$ cat src/rtl/mp64_alu_wide_if.sv
// Request, response and ALU-drive signals of the 128-bit sequencer.
// The slave view belongs to the sequencer; the master view is its core/ALU side.
interface mp64_alu_wide_if;
  logic         req_valid;
  logic         req_ready;
  logic [1:0]   req_op;
  logic [127:0] req_a;
  logic [127:0] req_b;
  logic [7:0]   req_flags;

  logic         rsp_valid;
  logic         rsp_ready;
  logic [127:0] rsp_result;
  logic [7:0]   rsp_flags;

  logic [3:0]   alu_op;
  logic [63:0]  alu_a;
  logic [63:0]  alu_b;
  logic [7:0]   alu_flags_in;
  logic [63:0]  alu_result;
  logic [7:0]   alu_flags_out;

  modport master (
    output req_valid, req_op, req_a, req_b, req_flags, rsp_ready,
           alu_result, alu_flags_out,
    input  req_ready, rsp_valid, rsp_result, rsp_flags,
           alu_op, alu_a, alu_b, alu_flags_in
  );

  modport slave (
    input  req_valid, req_op, req_a, req_b, req_flags, rsp_ready,
           alu_result, alu_flags_out,
    output req_ready, rsp_valid, rsp_result, rsp_flags,
           alu_op, alu_a, alu_b, alu_flags_in
  );
endinterface

$ cat src/rtl/mp64_alu_wide.sv
// 128-bit ADD/SUB/CMP/NEG sequencer: two passes through the shared 64-bit ALU,
// low word then high word with the carry chained through the flags byte.
module mp64_alu_wide (
  input  logic              clk,
  input  logic              rst,
  mp64_alu_wide_if.slave    bus
);

  // state | meaning
  // IDLE  | waiting for a request, ALU parked on MOV 0
  // LO    | low-word pass on the ALU
  // HI    | high-word pass, carry taken from the LO flags
  // DONE  | response held until rsp_ready
  typedef enum logic [1:0] {IDLE, LO, HI, DONE} state_t;

  localparam logic [1:0] OP_ADD = 2'd0;
  localparam logic [1:0] OP_SUB = 2'd1;
  localparam logic [1:0] OP_CMP = 2'd2;
  localparam logic [1:0] OP_NEG = 2'd3;

  localparam logic [3:0] ALU_ADD = 4'd0;
  localparam logic [3:0] ALU_SUB = 4'd1;
  localparam logic [3:0] ALU_MOV = 4'd5;
  localparam logic [3:0] ALU_ADC = 4'd12;
  localparam logic [3:0] ALU_SBB = 4'd13;

  state_t state, state_d;

  logic [1:0]   op_q, op_d;
  logic [63:0]  a_hi_q, a_hi_d;
  logic [63:0]  b_hi_q, b_hi_d;
  logic [2:0]   sig_q, sig_d;
  logic [63:0]  r_lo_q, r_lo_d;
  logic         lo_z_q, lo_z_d;
  logic         lo_p_q, lo_p_d;
  logic         rsp_valid_q, rsp_valid_d;
  logic [127:0] rsp_result_q, rsp_result_d;
  logic [7:0]   rsp_flags_q, rsp_flags_d;
  logic [3:0]   alu_op_q, alu_op_d;
  logic [63:0]  alu_a_q, alu_a_d;
  logic [63:0]  alu_b_q, alu_b_d;
  logic [7:0]   alu_fin_q, alu_fin_d;

  logic [63:0]  hi_a;
  logic         is_sub;
  logic         hi_c;
  logic         mrg_z;
  logic         mrg_c;
  logic         mrg_v;
  logic         mrg_g;
  logic [7:0]   mrg_flags;

  always_ff @(posedge clk or posedge rst) begin
    if (rst) state <= IDLE;
    else     state <= state_d;
  end

  always_comb begin
    state_d = state;
    unique case (state)
      IDLE:    if (bus.req_valid) state_d = LO;
      LO:      state_d = HI;
      HI:      state_d = DONE;
      DONE:    if (bus.rsp_ready) state_d = IDLE;
      default: state_d = IDLE;
    endcase
  end

  // NEG is computed as 0 - b, so its A operand is zero in both passes.
  assign hi_a   = (op_q == OP_NEG) ? 64'd0 : a_hi_q;
  assign is_sub = (op_q == OP_SUB) || (op_q == OP_CMP);
  assign hi_c   = bus.alu_flags_out[1];
  assign mrg_z  = lo_z_q & bus.alu_flags_out[0];
  assign mrg_c  = (op_q == OP_NEG) ? ~hi_c : hi_c;
  // SBB leaves V untouched, so signed overflow of the subtract forms is derived here.
  assign mrg_v  = (op_q == OP_ADD) ? bus.alu_flags_out[3]
                : ((hi_a[63] ^ b_hi_q[63]) & (hi_a[63] ^ bus.alu_result[63]));
  assign mrg_g  = is_sub ? (hi_c & ~mrg_z) : sig_q[0];
  assign mrg_flags = {sig_q[2:1], mrg_g, lo_p_q, mrg_v, bus.alu_result[63], mrg_c, mrg_z};

  always_comb begin
    op_d         = op_q;
    a_hi_d       = a_hi_q;
    b_hi_d       = b_hi_q;
    sig_d        = sig_q;
    r_lo_d       = r_lo_q;
    lo_z_d       = lo_z_q;
    lo_p_d       = lo_p_q;
    rsp_valid_d  = rsp_valid_q;
    rsp_result_d = rsp_result_q;
    rsp_flags_d  = rsp_flags_q;
    alu_op_d     = ALU_MOV;
    alu_a_d      = 64'd0;
    alu_b_d      = 64'd0;
    alu_fin_d    = 8'd0;
    unique case (state)
      IDLE: begin
        if (bus.req_valid) begin
          op_d      = bus.req_op;
          a_hi_d    = bus.req_a[127:64];
          b_hi_d    = bus.req_b[127:64];
          sig_d     = bus.req_flags[7:5];
          alu_op_d  = (bus.req_op == OP_ADD) ? ALU_ADD : ALU_SUB;
          alu_a_d   = (bus.req_op == OP_NEG) ? 64'd0 : bus.req_a[63:0];
          alu_b_d   = bus.req_b[63:0];
          alu_fin_d = bus.req_flags;
        end
      end
      LO: begin
        r_lo_d    = bus.alu_result;
        lo_z_d    = bus.alu_flags_out[0];
        lo_p_d    = bus.alu_flags_out[4];
        alu_op_d  = (op_q == OP_ADD) ? ALU_ADC : ALU_SBB;
        alu_a_d   = hi_a;
        alu_b_d   = b_hi_q;
        alu_fin_d = bus.alu_flags_out;
      end
      HI: begin
        rsp_valid_d  = 1'b1;
        rsp_result_d = (op_q == OP_CMP) ? 128'd0 : {bus.alu_result, r_lo_q};
        rsp_flags_d  = mrg_flags;
      end
      DONE: begin
        if (bus.rsp_ready) rsp_valid_d = 1'b0;
      end
      default: ;
    endcase
  end

  always_ff @(posedge clk or posedge rst) begin
    if (rst) begin
      op_q         <= OP_ADD;
      a_hi_q       <= 64'd0;
      b_hi_q       <= 64'd0;
      sig_q        <= 3'd0;
      r_lo_q       <= 64'd0;
      lo_z_q       <= 1'b0;
      lo_p_q       <= 1'b0;
      rsp_valid_q  <= 1'b0;
      rsp_result_q <= 128'd0;
      rsp_flags_q  <= 8'd0;
      alu_op_q     <= ALU_MOV;
      alu_a_q      <= 64'd0;
      alu_b_q      <= 64'd0;
      alu_fin_q    <= 8'd0;
    end else begin
      op_q         <= op_d;
      a_hi_q       <= a_hi_d;
      b_hi_q       <= b_hi_d;
      sig_q        <= sig_d;
      r_lo_q       <= r_lo_d;
      lo_z_q       <= lo_z_d;
      lo_p_q       <= lo_p_d;
      rsp_valid_q  <= rsp_valid_d;
      rsp_result_q <= rsp_result_d;
      rsp_flags_q  <= rsp_flags_d;
      alu_op_q     <= alu_op_d;
      alu_a_q      <= alu_a_d;
      alu_b_q      <= alu_b_d;
      alu_fin_q    <= alu_fin_d;
    end
  end

  assign bus.req_ready    = (state == IDLE) && !rst;
  assign bus.rsp_valid    = rsp_valid_q;
  assign bus.rsp_result   = rsp_result_q;
  assign bus.rsp_flags    = rsp_flags_q;
  assign bus.alu_op       = alu_op_q;
  assign bus.alu_a        = alu_a_q;
  assign bus.alu_b        = alu_b_q;
  assign bus.alu_flags_in = alu_fin_q;

endmodule

$ cat src/flat_wrapper.sv
// flat-port wrapper written by rule: the top's interface ports become plain ports
module mp64_alu_wide_flat 
  (clk, rst, bus_req_valid, bus_req_op, bus_req_a, bus_req_b, bus_req_flags, bus_rsp_ready, bus_alu_result, bus_alu_flags_out, bus_req_ready, bus_rsp_valid, bus_rsp_result, bus_rsp_flags, bus_alu_op, bus_alu_a, bus_alu_b, bus_alu_flags_in);
  mp64_alu_wide_if bus_i ();
  input  logic clk;
  input  logic rst;
  input wire logic [$bits(bus_i.req_valid)-1:0] bus_req_valid;
  input wire logic [$bits(bus_i.req_op)-1:0] bus_req_op;
  input wire logic [$bits(bus_i.req_a)-1:0] bus_req_a;
  input wire logic [$bits(bus_i.req_b)-1:0] bus_req_b;
  input wire logic [$bits(bus_i.req_flags)-1:0] bus_req_flags;
  input wire logic [$bits(bus_i.rsp_ready)-1:0] bus_rsp_ready;
  input wire logic [$bits(bus_i.alu_result)-1:0] bus_alu_result;
  input wire logic [$bits(bus_i.alu_flags_out)-1:0] bus_alu_flags_out;
  output wire logic [$bits(bus_i.req_ready)-1:0] bus_req_ready;
  output wire logic [$bits(bus_i.rsp_valid)-1:0] bus_rsp_valid;
  output wire logic [$bits(bus_i.rsp_result)-1:0] bus_rsp_result;
  output wire logic [$bits(bus_i.rsp_flags)-1:0] bus_rsp_flags;
  output wire logic [$bits(bus_i.alu_op)-1:0] bus_alu_op;
  output wire logic [$bits(bus_i.alu_a)-1:0] bus_alu_a;
  output wire logic [$bits(bus_i.alu_b)-1:0] bus_alu_b;
  output wire logic [$bits(bus_i.alu_flags_in)-1:0] bus_alu_flags_in;
  assign bus_i.req_valid = bus_req_valid;
  assign bus_i.req_op = bus_req_op;
  assign bus_i.req_a = bus_req_a;
  assign bus_i.req_b = bus_req_b;
  assign bus_i.req_flags = bus_req_flags;
  assign bus_i.rsp_ready = bus_rsp_ready;
  assign bus_i.alu_result = bus_alu_result;
  assign bus_i.alu_flags_out = bus_alu_flags_out;
  assign bus_req_ready = bus_i.req_ready;
  assign bus_rsp_valid = bus_i.rsp_valid;
  assign bus_rsp_result = bus_i.rsp_result;
  assign bus_rsp_flags = bus_i.rsp_flags;
  assign bus_alu_op = bus_i.alu_op;
  assign bus_alu_a = bus_i.alu_a;
  assign bus_alu_b = bus_i.alu_b;
  assign bus_alu_flags_in = bus_i.alu_flags_in;
  mp64_alu_wide u_core (.clk(clk), .rst(rst), .bus(bus_i));
endmodule
$ cat config.mk
export PLATFORM = sky130hd
export DESIGN_NAME = mp64_alu_wide_flat
export DESIGN_NICKNAME = d
export VERILOG_FILES = /design/src/rtl/mp64_alu_wide_if.sv /design/src/rtl/mp64_alu_wide.sv /design/src/flat_wrapper.sv
export SDC_FILE = /design/constraint.sdc
export NUM_CORES = 1
export LEC_CHECK = 0
export CORE_AREA = 8 8 237 239
export CTS_BUF_LIST = sky130_fd_sc_hd__clkbuf_8
export DETAILED_ROUTE_END_ITERATION = 7
export DIE_AREA = 0 0 245 247
export PLACE_DENSITY = 0.74
export RECOVER_POWER = 50
export SYNTH_ARGS = -nofsm -noshare
export SYNTH_HDL_FRONTEND = slang
export SYNTH_SLANG_ARGS = --single-unit
$ cat constraint.sdc
create_clock -name clk -period 26 [get_ports clk]
set_clock_uncertainty 0.2 [all_clocks]
set_input_delay 6.5 -clock clk [delete_from_list [all_inputs] [get_ports clk]]
set_output_delay 6.5 -clock clk [all_outputs]
set_load 0.01 [all_outputs]
* After elaboration in Yosys (flattened, before gate mapping)
Cells that the tools add are included.
** Storage, ports and cells
- Register bits after elaboration :: 478
- Input port bits :: 342
- Output and inout port bits :: 278
- Logic and storage cells :: 62
** Cells by class
- Equal/unequal tests :: 9
- Multiplexer cells :: 21
- Bitwise logic cells :: 7
- Reductions and logical operators :: 10
** Operator list (number)
- 2-to-1 mux 64 bit :: 4
- one-hot mux 64 bit (2 select lines) :: 2
- 2-to-1 mux 128 bit :: 1
- one-hot mux 8 bit (2 select lines) :: 1
- equality test 2 bit, second input constant :: 5
- 2-to-1 mux 8 bit :: 1
- one-hot mux 2 bit (4 select lines) :: 1
- one-hot mux 4 bit (2 select lines) :: 1
- logical NOT 2 bit :: 3
- 2-to-1 mux 1 bit :: 6
- AND reduction 2 bit :: 3
- equality test 2 x 1 -> 1 bit, second input constant :: 2
- 2-to-1 mux 2 bit :: 2
- 2-to-1 mux 4 bit :: 1
- != test 2 bit, second input constant :: 2
- AND 1 bit :: 3
- inverter 1 bit :: 2
- one-hot mux 1 bit (2 select lines) :: 1
- nonzero test 2 bit :: 1
- bitwise XOR 1 bit :: 2
- logical AND 1 bit :: 1
- logical NOT 1 bit :: 1
- logical OR 1 bit :: 1

* Logic depth before layout (Yosys ltp)
Gate-level depths: netlist of the first run.
- Depth after elaboration :: 5
- Mapped depth :: 8
- Depth with buffers taken out :: 5

* Worst setup path after synthesis of the first run
OpenSTA, ideal clock, no wires.
- Path kind :: input-to-output
- From :: input rst
- To :: output bus_req_ready
- Arrival :: 6.678 ns
- Slack :: 12.622 ns
- Stages :: 1
- Cells stage by stage :: nor2b_1
** Between the ends
- Longest elaborated chain between the ends :: 2
** RTL lines
- start: declaration :: RTL line flat_wrapper.sv:6 : input logic rst;
- logical NOT 1 bit (no source line)
- logical AND 1 bit :: RTL line mp64_alu_wide.sv:164 : assign bus.req_ready = (state == IDLE) && !rst;
- end: declaration :: RTL line flat_wrapper.sv:15 : output wire logic [$bits(bus_i.req_ready)-1:0] bus_req_ready;
Every way passes these cells.

* Worst setup path in the final report of the first run
Ends and elaborated chain as after synthesis.

==> summary.md, run 1 <==
The flow ran to the end, but the final reports show violations. The final reports fail on max-capacitance violations, max-slew violations. Final-report hold violation count: 0.

During synthesis, Yosys emitted a total of 0 warnings. TritonCTS created 80 clock buffers. The H-tree was split into 3 levels. After floorplanning, the core was sized to cover 0.0522 mm2. After clock tree synthesis, the setup repair step added 0 buffers. The die covers 0.0605 mm2.

For the number of antenna violations at the first check in global routing, the log shows 8. The tools report the highest clock frequency the design can meet as 0.0693 GHz. Setup repair after global routing left no endpoint under its margin.

The first detailed-routing pass took 5 iterations. Summed over all layers, the routed wires come to 60.0 mm. Ranked by instance count, the synthesized netlist is headed by 475 x dfrtp_1, 399 x nand2_1, 138 x inv_1. The number of slew-limit violations in the final report came out at 868. The synthesized design spends more area on one cell type than any other, namely dfrtp_1. The via count came out at 14200. Adding up every negative setup slack in the final design gives 0 ns.

The initialized floorplan defines 84 standard-cell rows. The number of global-route vias before repair is 14900, and the combinational share of power is 38.9%. Dividing the synthesized area by the synthesized cell count gives 11.3 um2. At the pin with the least slew margin, the transition time is 6.08 ns.

For the synthesized netlist net count, the log shows 1974. The tools report the worst endpoint required time as 19.30 ns. Clock-pin slew was measured on the worst setup and hold paths at 0.05 ns. For this run, design rule violations remaining after detail routing come to 0. The worst reg2reg path startpoint is u_core.state[0]. The tools report the overall fraction of global-route tracks in use as 19.2%. The kind of critical path is input port to output pin.

Once the floorplan was initialized, standard cells occupied 35.1% of the core. Cells fill 50.9% of the core in the end. Of the post-synthesis cell area, the dominant cell type holds 64.8%. The run gives 11 as the max-capacitance violation count. In this run the worst hold path is classified as register to register. In this run, the clock network consumes 21.1% of the power. TritonCTS built the clock tree. The maximum net fanout on the critical path works out to 2. Net switching is 34.5% of the power.

The worst setup path is launched from an input port. The worst hold path begins at u_core.a_hi_q[30]. The most common flop cell mapped by yosys is dfrtp_1. The count of mapped cells out of synthesis is 1625. The number of flops mapped to enable cells by yosys is 0, and the horizontal die dimension is 245 um. The run gives 70.9 uV as the maximum ir drop on the vdd rail. The post-synthesis register bit count was 477.

The share of flip-flops with an asynchronous set or reset after synthesis is 100%, and the total chip power is 0.00311 W. Yosys attributes the largest share of cell area to dfrtp_1 65%, nand2_1 8.2%, a22o_1 6.4%, nand3b_1 5.2%, mux2_2 4.4%. The tools report the internal power summed over all cells as 0.00204 W.

From synthesis to final layout, the design area changed by 44.7%. The most critical setup path has its startpoint at rst. The cell area that synthesis handed to floorplanning was 0.0184 mm2. Of the cells placed in the final design, the portion with a size suffix greater than 1 is 8.52%. The leakage power total is 12.3 nW. The tree is rooted in a clkbuf_8.

The portion of the post-synthesis area used by sequential elements was 65.1%. The run gives 0 as the residual antenna-violating net count after detailed routing. The floorplan step set the die height to 247 um.

Data arrives at the worst endpoint at 7.73 ns. Entering global routing, the biggest net connects 130 pins. In this run, post-CTS hold repair placed 0 buffers. The net switching component of the power was 0.00107 W; the half-perimeter wire length after detailed placement was 42.9 mm. The post-layout minimum cycle time came out at 14.43 ns. Registers are responsible for 40.0% of the overall power. The first global-routing pass estimated 90.5 mm of wire. In the post-synthesis netlist, the cell with the most instances is dfrtp_1. In the finished design, the share of the clock period the worst path needs comes to 55.5%. For the count of endpoints failing setup in the final report, the log shows 0.

Counting along the longest clock path gives a buffer depth of 3. The congestion estimate from routability-driven global placement came to 0.831. The run gives -308% as the tightest slew margin relative to the limit. After detailed routing, the number of vias per cell comes to 4.75. At the later pin of the worst-skew pair, clock insertion delay measures 0.65 ns. Counting every sink on the clock net gives 477.

After detailed routing, the average wire length per cell comes to 20.1 um. Pin placement for this block handled 620 I/O pins. Power spread over the standard cell area amounts to 117 mW/mm2. The number of different library cells used by synthesis comes to 30.

The number of DRC markers after the initial detailed-route iteration is 839. The number of gates given a new drive strength after cts is 0, and the count of buffers inserted at the top-level ports is 618. For the sum of overflow across all layers after global routing, the log shows 0. In the final design database the tool counted 2578 nets.

The tools report the type of destination of the critical path as an output pin.
[logic make-up (layout without fill, tap and decap cells)]
| family | count (synthesis) | in the layout | share of synthesized area, % |
|---|---|---|---|
| mux | 71 | 71 | 4.36 |
| fa+ha+maj | 7 | 7 | 0.477 |
| buf+inv | 249 | 912 | 5.71 |
| compound gates | 278 | 278 | 10.5 |
| simple gates | 541 | 541 | 13.8 |
| flops | 477 | 477 | 65.1 |
| xor+xnor | 1 | 1 | 0.0477 |
| other cells | 1 | 5 | 0.0204 |
[power groups by stage]
stage	clock network (W)	registers [W]	logic [W]
after floorplan	0	0.00130	0.000563
after global placement	0	0.00124	0.00120
after detailed placement	0	0.00126	0.00123
after CTS	0.000678	0.00125	0.00123
after global routing	0.000708	0.00128	0.00133
final	0.000656	0.00125	0.00121
[critical path, cell delays in order]
cell and delay, ns:
dlygate4sd3_1 0.57, nor2b_1 0.12, clkdlybuf4s50_1 0.55
[cell type report]
type                       count  area (um2)
antenna                        4        10.0
multi-input combinational    899        5370
timing repair buffer         633        6270
clock buffer                 102        1400
sequential                   477       11900
tap                          688         861
fill                        4584       25700
clock inverter                39         186
inverter                     138         519
[layout by cell type (no fill, tap or decap), types with 71 or more instances in the layout]
cell	count
clkdlybuf4s50_1	487
nand3b_1	128
inv_1	167
dfrtp_1	475
clkbuf_8	102
mux2_2	71
a22o_1	135
dlygate4sd3_1	131
o21ai_0	132
nand2_1	400
[state kept, by name (all words and copies together), names as in the netlist, 3 cells and up]
name	count
u_core.a_hi_q	64
u_core.b_hi_q	64
u_core.bus.alu_a	64
u_core.bus.alu_b	64
u_core.bus.alu_flags_in	8
u_core.bus.alu_op	3
u_core.bus.rsp_flags	8
u_core.bus.rsp_result	128
u_core.r_lo_q	64
u_core.sig_q	3
[path summary, 6_finish.rpt]
path,endpoint,slack [ns],cells past startpoint
worst max register to register,u_core.b_hi_q[5],19.14,7
worst max-delay path,bus_req_ready,11.57,3
worst min-delay path,u_core.a_hi_q[30],0.27,2
worst min register to register,u_core.a_hi_q[30],0.27,2
min in group asynchronous,u_core.bus.alu_a[42],8.06,2
max in group asynchronous,u_core.r_lo_q[63],12.34,4
[routing by layer]
metal / vias up / global-route usage (%) / part of all wire (%)
met2: 537 / 31.6 / 49
met1: 6957 / 22.9 / 39
met5: - / 0 / 0.11
met4: 10 / 6.12 / 2.6
met3: 109 / 7.62 / 9.1
li1: 6556 / - / -
[through the flow]
stage | instance area [um2] | hold slack, ns | std cells | setup slack, ns
2_1_floorplan | 18400 | 0.238 | 1625 | 6.00
6_report | 26600 | 0.273 | 2980 | 11.57
4_1_cts | 26600 | 0.278 | 2976 | 11.58
5_1_grt | 26600 | 0.292 | 2977 | 10.87
3_5_place_dp | 25000 | 0.263 | 2835 | 11.58
3_3_place_gp | 25000 | 0.258 | 2835 | 11.57
No activity file was read; power rests on OpenSTA's default activity.
==> inputs of run 2 (changes only) <==
PLACE_DENSITY = 0.77   (was 0.74)
clock period = 12 ns   (was 26 ns; I/O delays follow)
==> summary.md, run 2 (synthesis gave the netlist of run 1 again) <==
Via count: 14400 (+1.8%). Setup repair after global routing left no endpoint under its margin. The height of the chip is 247 um (unchanged).

The run finished, with violations left. For the number of global-route vias before repair, the log shows 15300 (+2.7%). The tools report the number of gates given a new drive strength after cts as 0 (unchanged).

The run gives 51.2% (+0.36 points) as the final core utilization. The run gives 9.32 ns (+1.59 ns) as the arrival time at the worst endpoint. The tools report the multi-input logic area as 0.00537 mm2 (about the same).

Number of slew-limit violations in the final report: 818 (-5.8%). The sum of overflow across all layers after global routing is 0 (unchanged). The count of buffers inserted at the top-level ports is 618 (unchanged), and the clock-pin slew reported for the worst setup and hold paths after clock tree synthesis is 0.06 ns (about the same). The logs give 19.1% (-0.14 points) for the overall fraction of global-route tracks in use and -180% (+130 points) for the tightest slew margin relative to the limit.

Final total negative setup slack: 0 ns (unchanged). The tools report the clock latency at the later pin of the worst-skew pair as 0.64 ns (about the same). The logs give 3.03 ns (-8.54 ns) for the post-layout worst setup margin and 2994 (+0.47%) for the final cell count without fillers. Residual antenna-violating net count after detailed routing: 0 (unchanged).

The maximum net fanout on the critical path was 80 (+78). Number of buffers between clock root and the deepest sink: 3 (unchanged). Number of antenna violations at the first check in global routing: 10 (+2).

STA classifies the critical path startpoint as an input port. The tools report the cts-stage hold buffer count as 0 (unchanged). The sequential fraction of design power was 39.1% (-0.9 points); the summed area of non-filler cells in the final layout was 0.0268 mm2 (+0.72%). The count of endpoints failing setup in the final report was 0 (unchanged). The transition time at the pin with the least slew margin is 4.20 ns (-1.89 ns), and the met2 routing resource usage after global routing is 30.8% (-0.81 points).

STA classifies the critical path endpoint as a register. The number of H-tree branching levels is 3 (unchanged), and the number of sinks driven by the clock tree is 477 (unchanged). The logs give 0.0250 mm2 (about the same) for the cell area after placement and 0 (unchanged) for the post-CTS setup buffer count.

The relative area change from synthesis to final layout is 45.8%. The run gives 125 uV (+76%) as the maximum ir drop on the vdd rail. The cell count after placement came out at 2834 (-0.035%). The tools report the maximum number of pins on one net before global-route repair as 166 (+28%). Most used routing layer: met2.

Leaving out fill and tap cells, the most frequent cell in the layout is clkdlybuf4s50_1. The share of total power consumed by net switching was 34.1% (-0.33 points). The horizontal die dimension was 245 um (unchanged); the number of primary I/O pins was 620 (unchanged).

The total iterations of the first detailed-routing run came out at 5 (unchanged). The combinational share of power is 38.5% (-0.4 points). The depth of the most critical reg-to-reg path works out to 6 (-1). The min-delay analysis places its worst path in the category register to register. The startpoint identified for the worst register-to-register timing path is u_core.state[0].

The share of layout cells above drive strength 1 was 9.23% (+0.71 points); the per-cell via count in the routed design was 4.82 (+1.4%). The logs give 0.00235 W (+120%) for the net switching component of the power and 0.0119 mm2 (unchanged) for the combined flip-flop and latch cell area. The depth of the worst hold-timing path works out to 1 (-1).

The tools report the first-pass GRT wire length as 90.2 mm (-0.36%). For the clock network fraction of total power, the log shows 22.4% (+1.3 points). The tools report the leakage power total as 12.3 nW (-0.19%). The critical path in this run is classified as input port to register. The tools report the number of buffers inserted during clock tree synthesis as 81 (+1.3%). The logs give 4487 (-2.1%) for the fill cell total of the finished layout and 11 (unchanged) for the max-capacitance violation count. The checks that failed: max-capacitance violations, max-slew violations.

The top cell types in the final layout, fill and taps aside, are 566 x clkdlybuf4s50_1, 475 x dfrtp_1, 400 x nand2_1, 160 x inv_1, 135 x a22o_1. The number of remaining DRC errors was 0 (unchanged); the floorplan core area was 0.0522 mm2 (unchanged). The run gives 0 (unchanged) as the final-report hold violation count. The final weighted congestion in routability-driven placement came out at 0.860 (+3.5%). The worst endpoint required time was 12.35 ns (-6.95 ns).

The cell row count came out at 84 (unchanged). The total power divided by cell area came out at 257 mW/mm2 (+120%). The half-perimeter wire length after detailed placement came out at 42.8 mm (-0.35%). The detail-routed net length per standard cell was 19.9 um (-1.2%). The root buffer cell is clkbuf_8.

The path with the worst hold slack has its endpoint at u_core.bus.alu_b[55]. The total number of nets in the final design was 2578 (unchanged); the worst setup slack after placement was 4.65 ns (-6.92 ns). The tools report the reg-to-reg critical path endpoint as u_core.bus.alu_b[51].

The met3 track utilization from global routing is 6.62% (-0.99 points). The logs give 0.0605 mm2 (unchanged) for the full die area and 5.03 ns (-14.11 ns) for the flop-to-flop setup slack. Subtracting the final worst setup slack from the clock period gives 8.97 ns.

For the global routing usage on met1, the log shows 22.5% (-0.49 points). Final wirelength: 59.6 mm (-0.73%). The startpoint identified for the worst hold timing path is u_core.b_hi_q[55].

Derived from the worst setup path, the maximum achievable clock frequency is 0.111 GHz. For the effective utilization at floorplan, the log shows 35.1% (unchanged). Of the available clock period, the critical path in the final layout requires 74.8%. TritonCTS built the clock tree. The number of DRC markers after the initial detailed-route iteration was 900 (+7.3%). The number of flip-flops in the largest register was 128 (unchanged); the internal power summed over all cells was 0.00453 W (+120%).
## run 2: cell types whose count changed in the layout (fill, tap and decap cells not counted), sizes merged
cell	change
clkdlybuf4s50	+79
dlygate4sd3	-79
clkinv	+7
clkbuf	+6
diode	+6
inv	-4
bufinv	+2
clkinvlp	-2
buf	-1
## run 2: cell type report
cell class | count | share of cell area, %
Tap cell | 688 | 3.22
Timing Repair Buffer | 632 | 23.5
Multi-Input combinational cell | 899 | 20.1
Inverter | 138 | 1.94
Antenna cell | 10 | 0.0935
Clock inverter | 42 | 1.01
Sequential cell | 477 | 44.6
Clock buffer | 108 | 5.56
## run 2: power groups by stage
stage	Combinational, W	Clock [W]	Sequential [W]
6_report	0.00265	0.00154	0.00269
5_1_grt	0.00289	0.00166	0.00276
4_1_cts	0.00268	0.00159	0.00269
3_5_place_dp	0.00266	0	0.00271
3_3_place_gp	0.00259	0	0.00268
2_1_floorplan	0.00122	0	0.00281
## run 2: through the flow
step	power [W]	hold WS, ns
3_3_place_gp	0.00527	0.256
6_report	0.00688	0.273
4_1_cts	0.00696	0.264
5_1_grt	0.00732	0.292
2_1_floorplan	0.00403	0.238
3_5_place_dp	0.00537	0.263
## run 2: how the worst max path moves through the flow
stage | from | cells past startpoint | end | slack, ns
3_5_place_dp | rst | 3 | bus_req_ready | 4.65
3_3_place_gp | rst | 3 | bus_req_ready | 4.62
4_1_cts | rst | 3 | bus_req_ready | 4.66
2_1_floorplan | rst | 1 | u_core.a_hi_q[0] | 2.34
6_report | bus_req_valid | 5 | u_core.bus.alu_b[51] | 3.03
5_1_grt | bus_req_valid | 6 | u_core.sig_q[2] | 2.50
## run 2: per-layer routing
layer,vias to the layer above,wire [um]
li1,6588,-
met1,7102,23200
met2,598,28800
met3,134,5130
met4,6,2370
met5,-,46
## run 2: critical path, cell delays in order
cell and delay [ns]:
dlygate4sd3_1 0.58, and2_0 1.91, clkbuf_1 2.59, buf_4 0.94
a22o_1 0.24
==> inputs of run 3 (changes only) <==
clock period = 7.95 ns   (was 12 ns; I/O delays follow)
==> summary.md, run 3 (synthesis gave the netlist of run 1 again) <==
The run finished, with violations left. The final reports fail on max-capacitance violations, max-slew violations. The total chip power was 0.0102 W (+48%). The tools report the final-report hold violation count as 0 (unchanged).

The logs give 35.1% (unchanged) for the effective utilization at floorplan and -157% (+23 points) for the tightest slew margin relative to the limit. The signal on the critical path passes through dlygate4sd3_1 > nand2_1 > a21oi_4 > clkbuf_1 > a22o_1. The most frequent standard cell in the layout excluding fill and tap cells was clkdlybuf4s50_1. The flop-to-flop setup slack is 2.14 ns (-2.89 ns), and the final wirelength is 59.0 mm (-0.99%). The run gives 0 (unchanged) as the cts-stage hold buffer count.

The tools report the reg-to-reg critical path endpoint as u_core.bus.rsp_result[124]. The global routing usage on met1 was 21.7% (-0.72 points). The maximum net fanout on the critical path came out at 64 (-20%). The tools report the number of global-route vias before repair as 15100 (-1.4%). The cell row count was 84 (unchanged). The post-CTS setup buffer count is 0 (unchanged), and the residual antenna-violating net count after detailed routing is 0 (unchanged). Maximum ir drop on the vdd rail: 224 uV (+79%). The tools report the termination of the worst setup path as u_core.bus.alu_a[35]. The logs give 0.00669 W (+48%) for the internal power summed over all cells and 0.0267 mm2 (-0.38%) for the summed area of non-filler cells in the final layout.

The run gives 781 (-13%) as the number of DRC markers after the initial detailed-route iteration. The number of buffers between clock root and the deepest sink is 3 (unchanged), and the max-capacitance violation count is 10 (-1). The cell sitting at the root of the clock tree is a clkbuf_8. The run gives 0.00351 W (+49%) as the net switching component of the power.

met2 is the most crowded layer. The cell area after placement came out at 0.0251 mm2 (+0.18%). Tracing the worst setup path back leads to its startpoint at bus_req_valid.

The number of gates given a new drive strength after cts came out at 0 (unchanged). The number of remaining DRC errors came out at 0 (unchanged). The tools report the final weighted congestion in routability-driven placement as 0.851 (-1.1%).

The overall fraction of global-route tracks in use is 18.7% (-0.34 points). The transition time at the pin with the least slew margin was 3.85 ns (-0.351 ns); the worst endpoint required time was 8.29 ns (-4.06 ns). The number of H-tree branching levels is 3 (unchanged), and the number of sinks driven by the clock tree is 477 (unchanged). Setup repair after global routing left no endpoint under its margin. The buffering stage count on the worst path with inverters included came out at 2 (-1).

The total number of nets in the final design was 2579 (+0.039%). The clock-pin slew reported for the worst setup and hold paths after clock tree synthesis is 0.06 ns (about the same), and the highest clock frequency the design can meet is 0.159 GHz. The number of slew-limit violations in the final report is 824 (+0.73%), and the critical path's largest stage delay is 2.25 ns (-0.34 ns).

The combinational share of power is 39.0% (+0.5 points), and the half-perimeter wire length after detailed placement is 42.4 mm (-0.92%). Per-cell via count in the routed design: 4.75 (-1.5%). The number of primary I/O pins was 620 (unchanged); the first-pass GRT wire length was 88.6 mm (-1.8%).

The post-layout minimum cycle time was 6.27 ns. The maximum number of pins on one net before global-route repair is 217 (+31%), and the sequential fraction of design power is 39.8% (+0.7 points). The share of layout cells above drive strength 1 came out at 8.76% (-0.47 points). The tools report the met2 routing resource usage after global routing as 30.3% (-0.45 points). TritonCTS built the clock tree. The startpoint type of the worst setup path is an input port.

The top cell types in the final layout, fill and taps aside, are 579 x clkdlybuf4s50_1, 475 x dfrtp_1, 400 x nand2_1, 171 x inv_1, 135 x a22o_1. The path length in cells of the critical path is 5 (unchanged), and the full die area is 0.0605 mm2 (unchanged). The height of the chip is 247 um (unchanged). Grouping stages by cell kind, the critical path spends the most delay in buffers and inverters. The slowest stage of the critical path is the clkbuf_1 cell. The leakage power total was 12.3 nW (about the same); the total power divided by cell area was 383 mW/mm2 (+49%). The worst reg2reg path startpoint is u_core.state[0]. The count of buffers inserted at the top-level ports came out at 618 (unchanged).

The min-delay analysis places its worst path in the category register to register. STA classifies the critical path endpoint as a register. The horizontal die dimension is 245 um (unchanged), and the total iterations of the first detailed-routing run is 5 (unchanged). The depth of the most critical reg-to-reg path was 4 (-2). The floorplan core area is 0.0522 mm2 (unchanged), and the clock latency at the later pin of the worst-skew pair is 0.64 ns (about the same). The number of buffers inserted during clock tree synthesis was 81 (unchanged); the detail-routed net length per standard cell was 19.7 um (-0.93%). The sum of overflow across all layers after global routing came out at 0 (unchanged).

Dividing the final minimum period by the clock period gives 78.9%. The share of total power consumed by net switching was 34.4% (+0.27 points); the number of antenna violations at the first check in global routing was 13 (+3). The run gives 14200 (-1.5%) as the via count. The tools report the met3 track utilization from global routing as 7.48% (+0.85 points). The relative area change from synthesis to final layout is 45.2%, and the number of flip-flops in the largest register is 128 (unchanged). Arrival time at the worst endpoint: 6.61 ns (-2.71 ns).

The clock network fraction of total power was 21.2% (-1.2 points). The kind of critical path was input port to register. Count of endpoints failing setup in the final report: 0 (unchanged).
run 3: cell types whose count changed in the layout (fill, tap and decap cells not counted), moves of 5 or more:
| cell | before | now |
|---|---|---|
| clkdlybuf4s50_1 | 566 | 579 |
| dlygate4sd3_1 | 52 | 39 |
| inv_1 | 160 | 171 |
| clkbuf_8 | 108 | 101 |
| clkinv_2 | 11 | 6 |
run 3: power groups by stage:
stage                     logic [W]  registers [W]  clock network (W)
final                       0.00398        0.00406            0.00216
after global routing        0.00434        0.00417            0.00234
after CTS                   0.00403        0.00406            0.00223
after detailed placement    0.00401        0.00409                  0
after global placement      0.00391        0.00404                  0
after floorplan             0.00184        0.00424                  0
run 3: cell type report:
type | instances | area (um2)
Inverter | 138 | 519
Tap cell | 688 | 861
Sequential cell | 477 | 11900
Multi-Input combinational cell | 899 | 5370
Antenna cell | 10 | 25.0
Clock buffer | 101 | 1390
Timing Repair Buffer | 633 | 6320
Fill cell | 4552 | 25600
Clock inverter | 46 | 228
run 3: worst min-delay path, stage by stage (launching register included):
cell and delay, ns:
dfrtp_1 0.34, nand2_1 0.05, nand2_1 0.05
run 3: metrics by stage:
step	setup TNS, ns	std cells	util, %	hold slack [ns]	setup slack [ns]
2_1_floorplan	-331.85	1625	-	0.238	-0.699
3_3_place_gp	0	2835	48.0	0.257	2.57
3_5_place_dp	0	2835	48.0	0.263	2.61
4_1_cts	0	2982	51.1	0.277	2.60
5_1_grt	0	2988	51.0	0.291	1.40
6_report	0	2992	51.0	0.277	1.68
run 3: worst min-delay path by stage:
stage | startpoint | to | slack, ns | cells after the start
2_1_floorplan | u_core.sig_q[0] | u_core.sig_q[0] | 0.24 | 2
3_3_place_gp | u_core.sig_q[2] | u_core.sig_q[2] | 0.26 | 2
3_5_place_dp | u_core.sig_q[2] | u_core.sig_q[2] | 0.26 | 2
4_1_cts | u_core.a_hi_q[20] | u_core.a_hi_q[20] | 0.28 | 2
5_1_grt | u_core.a_hi_q[33] | u_core.a_hi_q[33] | 0.29 | 2
6_report | u_core.a_hi_q[31] | u_core.a_hi_q[31] | 0.28 | 2
run 3: routing by layer:
metal / wire, um / vias up / share of wire [%]
li1: - / 6576 / -
met1: 22500 / 6908 / 38
met2: 28500 / 577 / 48
met3: 5690 / 138 / 9.6
met4: 2260 / 8 / 3.8
met5: 51 / - / 0.086
==> patch 1 (settings of run 1) <==
Re-encode `state_t` (4 states) as Gray code, 2 bits wide.
--- a/src/rtl/mp64_alu_wide.sv
+++ b/src/rtl/mp64_alu_wide.sv
@@ -11,7 +11,7 @@
   // LO    | low-word pass on the ALU
   // HI    | high-word pass, carry taken from the LO flags
   // DONE  | response held until rsp_ready
-  typedef enum logic [1:0] {IDLE, LO, HI, DONE} state_t;
+  typedef enum logic [1:0] {IDLE = 2'b00, LO = 2'b01, HI = 2'b11, DONE = 2'b10} state_t;
 
   localparam logic [1:0] OP_ADD = 2'd0;
   localparam logic [1:0] OP_SUB = 2'd1;
Behaviour: no difference found for any inputs over 4 cycles, from zero or initial values and one cycle with rst high; so few cycles prove little.
==> patch 1 against run 1 <==
  * The run still ends with max-capacitance violations, max-slew violations left
  * Combinational power shrank 8%
  * Synthesized cell count grew 8.1%
  * Sequential cell count is the same
  * Clock power is 3.8% higher
  * Total power down 3.6%
  * Setup slack got worse by 0.15 ns
  * Area after synthesis down 1.2%
  * Routed wire length rose by 2.4%
  * Final area decreased by 0.49%
  * Critical path type unchanged
  * Largest power group unchanged
==> patch 1: results (changes against run 1) <==
\begin{tabular}{lr}
\hline
Metric & Value \\
\hline
\multicolumn{2}{l}{\textbf{Yosys}} \\
Average size of a mapped cell & 10.3 um2 (-8.6\%) \\
Fraction of the yosys area taken by sequential cells & 65.8\% (+0.79 points) \\
Compound-cell area share of the yosys netlist & 10.4\% (-0.12 points) \\
Nets in the synthesized netlist & 2,101 (+6.4\%) \\
Post-Synth Adder-Cell Area & 0.207\% (-0.27 points) \\
Synth top cells by count & nand2\_1, dfrtp\_1, a22o\_1, o21ai\_0, nand2b\_1 \\
Mux cell area share after synthesis & 0.248\% (-4.1 points) \\
Share of the synthesized netlist area taken by xor and xnor gates & 0.0483\% (+0.00058 points) \\
\multicolumn{2}{l}{\textbf{Power and ir drop}} \\
Fraction of power spent switching nets & 35.4\% (+0.91 points) \\
Power consumed by combinational cells & 0.00111 W (-8\%) \\
Worst IR drop on VDD & 0.0000578 V (-18\%) \\
\multicolumn{2}{l}{\textbf{Global route}} \\
Wire length of the first global-routing pass & 92,200 um (+1.9\%) \\
Pin count of the biggest net entering global routing & 177 (+36\%) \\
Global router's overall resource usage & 19.6\% (+0.44 points) \\
\multicolumn{2}{l}{\textbf{Setup path}} \\
Cell at the slowest stage of the critical path & clkdlybuf4s50\_1 \\
Launch point of the worst reg-to-reg path & u\_core.state[1] \\
Reg2Reg Setup Slack & 17.45 ns (-1.69 ns) \\
End of the worst register-to-register path & u\_core.bus.alu\_a[41] \\
Worst reg-to-reg path cell count & 6 (-1) \\
Maximum single-stage delay on the critical path & 0.60 ns (+0.03 ns) \\
\multicolumn{2}{l}{\textbf{Flow run}} \\
Reported max-cap violation count & 8 (-3) \\
\multicolumn{2}{l}{\textbf{Worst hold path}} \\
Beginning of the worst hold path & u\_core.sig\_q[0] \\
Capture endpoint of the worst hold path & u\_core.sig\_q[0] \\
\multicolumn{2}{l}{\textbf{Routing}} \\
Iter 0 DRT Violations & 901 (+7.4\%) \\
Average wire per cell in the routed design & 19.7 um (-2.1\%) \\
Drt via density & 4.71 (-0.94\%) \\
\multicolumn{2}{l}{\textbf{Final layout}} \\
Fraction of final layout cells sized beyond drive strength 1 & 5.84\% (-2.7 points) \\
Fillers & 4,665 (+1.8\%) \\
Final net count & 2,702 (+4.8\%) \\
\multicolumn{2}{l}{\textbf{Clock network}} \\
Total CTS buffers & 83 (+3.8\%) \\
\multicolumn{2}{l}{\textbf{Placed design}} \\
Total placed cells including tap cells & 2,960 (+4.4\%) \\
Post-DP HPWL & 43,600 um (+1.7\%) \\
\multicolumn{2}{l}{\textbf{Timing}} \\
Hold slack & 0.270 ns (-0.00291 ns) \\
Worst setup margin & 11.42 ns (-0.151 ns) \\
Pins Over Slew Limit & 715 (-18\%) \\
\multicolumn{2}{l}{\textbf{Run status}} \\
Violated checks & max-capacitance violations, max-slew violations \\
Run status & complete, but fails checks \\
\hline
\end{tabular}
-- patch 1: cell count changes after synthesis, sizes merged, moves of 4 or more --
cell and change:
inv -132, nand3b -128, mux2 -67, ha -4
nand2b +128, nand2 +336
-- patch 1: layer usage --
| metal | GRT usage, % | vias up | wire (um) | share of wire [%] |
|---|---|---|---|---|
| met2 | 32.3 | 545 | 30200 | 49 |
| met1 | 22.4 | 7126 | 23400 | 38 |
| met4 | 8.68 | 16 | 1960 | 3.2 |
| met5 | 0 | - | 110 | 0.18 |
| li1 | - | 6879 | - | - |
| met3 | 7.98 | 120 | 5770 | 9.4 |
-- patch 1: kinds of logic after synthesis --
family                   count (synthesis)
AND/OR/NAND/NOR                        876
flip-flops                             477
AO/OA/AOI/OAI                          272
buffers and inverters                  122
multiplexers                             4
adder cells (fa/ha/maj)                  3
other                                    1
XOR/XNOR                                 1
-- patch 1: worst register-to-register path: cells and delay by family, from the launching register on --
family | cells | cell delay [ns]
buffers and inverters | 3 | 5.78
AOI/OAI and AO/OA | 2 | 1.73
DFF | 1 | 0.48
and+or+nand+nor | 1 | 0.30
-- patch 1: stage by stage --
stage,instance area (um2),total power [W],utilization (%)
after floorplan,18100,0.00178,-
after global placement,24800,0.00233,47.5
final,26400,0.00300,50.6
after global routing,26400,0.00320,50.6
after detailed placement,24800,0.00237,47.5
after CTS,26400,0.00306,50.6
-- patch 1: area by class of cell --
type	count	area, um2	area share (%)
sequential	477	11900	45.2
timing repair buffer	632	6280	23.8
clock inverter	42	245	0.928
tap	688	861	3.26
inverter	6	27.5	0.104
multi-input combinational	1157	5640	21.3
clock buffer	102	1400	5.31
antenna	14	35.0	0.133
==> patch 2 (flow settings as in run 1) <==
Made on the original files. Make the reset (`rst`) synchronous in 2 clocked blocks.
--- a/src/rtl/mp64_alu_wide.sv
+++ b/src/rtl/mp64_alu_wide.sv
@@ -50,7 +50,7 @@
   logic         mrg_g;
   logic [7:0]   mrg_flags;
 
-  always_ff @(posedge clk or posedge rst) begin
+  always_ff @(posedge clk) begin
     if (rst) state <= IDLE;
     else     state <= state_d;
   end
@@ -127,7 +127,7 @@
     endcase
   end
 
-  always_ff @(posedge clk or posedge rst) begin
+  always_ff @(posedge clk) begin
     if (rst) begin
       op_q         <= OP_ADD;
       a_hi_q       <= 64'd0;
Behaviour: differs if rst is asserted again (counterexample within 4 cycles, from zero or initial values and one cycle with rst high); with rst held inactive, the same outputs for 4 cycles.
==> patch 2 against run 1 <==
  * The run still ends with max-capacitance violations, max-slew violations left
  * Sequential cell count unchanged
  * First-iteration DRC count increased by 9.5%
  * Count of clock-buffer cells in the layout decreased by 9
  * Final area decreased by 6.1%
  * Setup slack got worse by 2.4 ns
  * Routed wire length increased by 4.7%
  * Area after synthesis decreased by 6.7%
  * Total power decreased by 26%
  * Combinational power decreased by 40%
  * Sequential share of layout area decreased by 6.7 points
  * Global-route usage increased by 0.069 points
  * Critical path type unchanged
  * Critical endpoint unchanged
  * Largest cell class unchanged
==> patch 2: results (changes against run 1) <==
\begin{tabular}{lr}
\hline
Metric & Value \\
\hline
\multicolumn{2}{l}{\textbf{Yosys}} \\
Cells taking the most area after synthesis & dfxtp\_1, nand2\_1, a21oi\_1, nand3b\_1, nor2\_1 \\
Top flip-flop cell by instance count after synthesis & dfxtp\_1 \\
Fraction of registers with async set or reset after synthesis & 0\% (-100 points) \\
Nets in the synthesized netlist & 2,249 (+14\%) \\
\multicolumn{2}{l}{\textbf{Final layout}} \\
Fillers & 4,912 (+7.2\%) \\
Buffering overhead & 25.2\% (+1.5 points) \\
Count of flip-flops and latches & 477 (unchanged) \\
Number of buffers outside the clock class in the layout & 632 (-0.16\%) \\
Final-layout clock buffer total & 93 (-8.8\%) \\
Area taken by multi-input logic gates & 6690 um2 (+25\%) \\
Clock network contribution to total cell area & 6.10\% (+0.11 points) \\
Fraction of final layout cells sized beyond drive strength 1 & 4.96\% (-3.6 points) \\
Count of antenna diodes in the layout & 9 (+5) \\
\multicolumn{2}{l}{\textbf{Setup path}} \\
Cell at the slowest stage of the critical path & clkbuf\_1 \\
End of the worst register-to-register path & u\_core.bus.alu\_a[24] \\
Launch point of the worst reg-to-reg path & u\_core.state[0] \\
Reg2Reg Setup Slack & 19.23 ns (+0.09 ns) \\
Maximum single-stage delay on the critical path & 2.62 ns (+2.05 ns) \\
Worst reg-to-reg path cell count & 5 (-2) \\
\multicolumn{2}{l}{\textbf{Placed design}} \\
Placer Congestion & 0.821 (-1.2\%) \\
Total placed cells including tap cells & 3,049 (+7.5\%) \\
Post-DP HPWL & 43,100 um (+0.50\%) \\
Setup slack at placement & 11.69 ns (+0.114 ns) \\
\multicolumn{2}{l}{\textbf{Routing}} \\
Metal3 WL & 5650 um (+3.9\%) \\
Total wire length & 62,800 um (+4.7\%) \\
Via count & 15,900 (+12\%) \\
Iter 0 DRT Violations & 919 (+9.5\%) \\
Met2 Routed Length & 30,900 um (+3.9\%) \\
Length of routed wiring on met1 & 23,900 um (+3.0\%) \\
\multicolumn{2}{l}{\textbf{Global route}} \\
Met3 demand-to-capacity share in global routing & 6.19\% (-1.4 points) \\
GR Layer Usage met2 & 32.2\% (+0.64 points) \\
Number of antenna violations at the first check in global routing & 10 (+2) \\
Wire length of the first global-routing pass & 92,200 um (+1.8\%) \\
Pin count of the biggest net entering global routing & 129 (-0.77\%) \\
\multicolumn{2}{l}{\textbf{Power and ir drop}} \\
Leakage power summed over all cells & 9.25 nW (-25\%) \\
Ratio of total power to cell area & 92.5 nW/um2 (-21\%) \\
\multicolumn{2}{l}{\textbf{Flow run}} \\
Reported max-cap violation count & 5 (-6) \\
\multicolumn{2}{l}{\textbf{Run status}} \\
Run status & complete, but fails checks \\
Violated checks & max-capacitance violations, max-slew violations \\
\multicolumn{2}{l}{\textbf{Timing}} \\
Pins Over Slew Limit & 391 (-55\%) \\
\multicolumn{2}{l}{\textbf{Worst hold path}} \\
Beginning of the worst hold path & u\_core.bus.rsp\_result[127] \\
\hline
\end{tabular}
==> patch 2: changes by cell type in the layout (fill, tap and decap cells not counted), sizes merged, moves of 8 or more <==
| cell | run 1 | this run |
|---|---|---|
| a21oi | 4 | 271 |
| mux2i | 0 | 69 |
| inv | 169 | 45 |
| a32oi | 0 | 64 |
| o21ai | 132 | 1 |
| dfxtp | 0 | 477 |
| nor2 | 3 | 205 |
| a22oi | 0 | 67 |
| clkbuf | 109 | 97 |
| mux2 | 71 | 0 |
| dlygate4sd3 | 131 | 123 |
| dfrtp | 475 | 0 |
| a22o | 135 | 0 |
==> patch 2: cell families after synthesis <==
group | count (synthesis) | share of synthesized area (%)
AO/OA/AOI/OAI | 411 | 14.5
XOR/XNOR | 1 | 0.0512
adder cells (fa/ha/maj) | 7 | 0.512
buffers and inverters | 178 | 5.45
flip-flops | 477 | 55.8
multiplexers | 69 | 4.03
other | 1 | 0.0219
AND/OR/NAND/NOR | 756 | 19.6
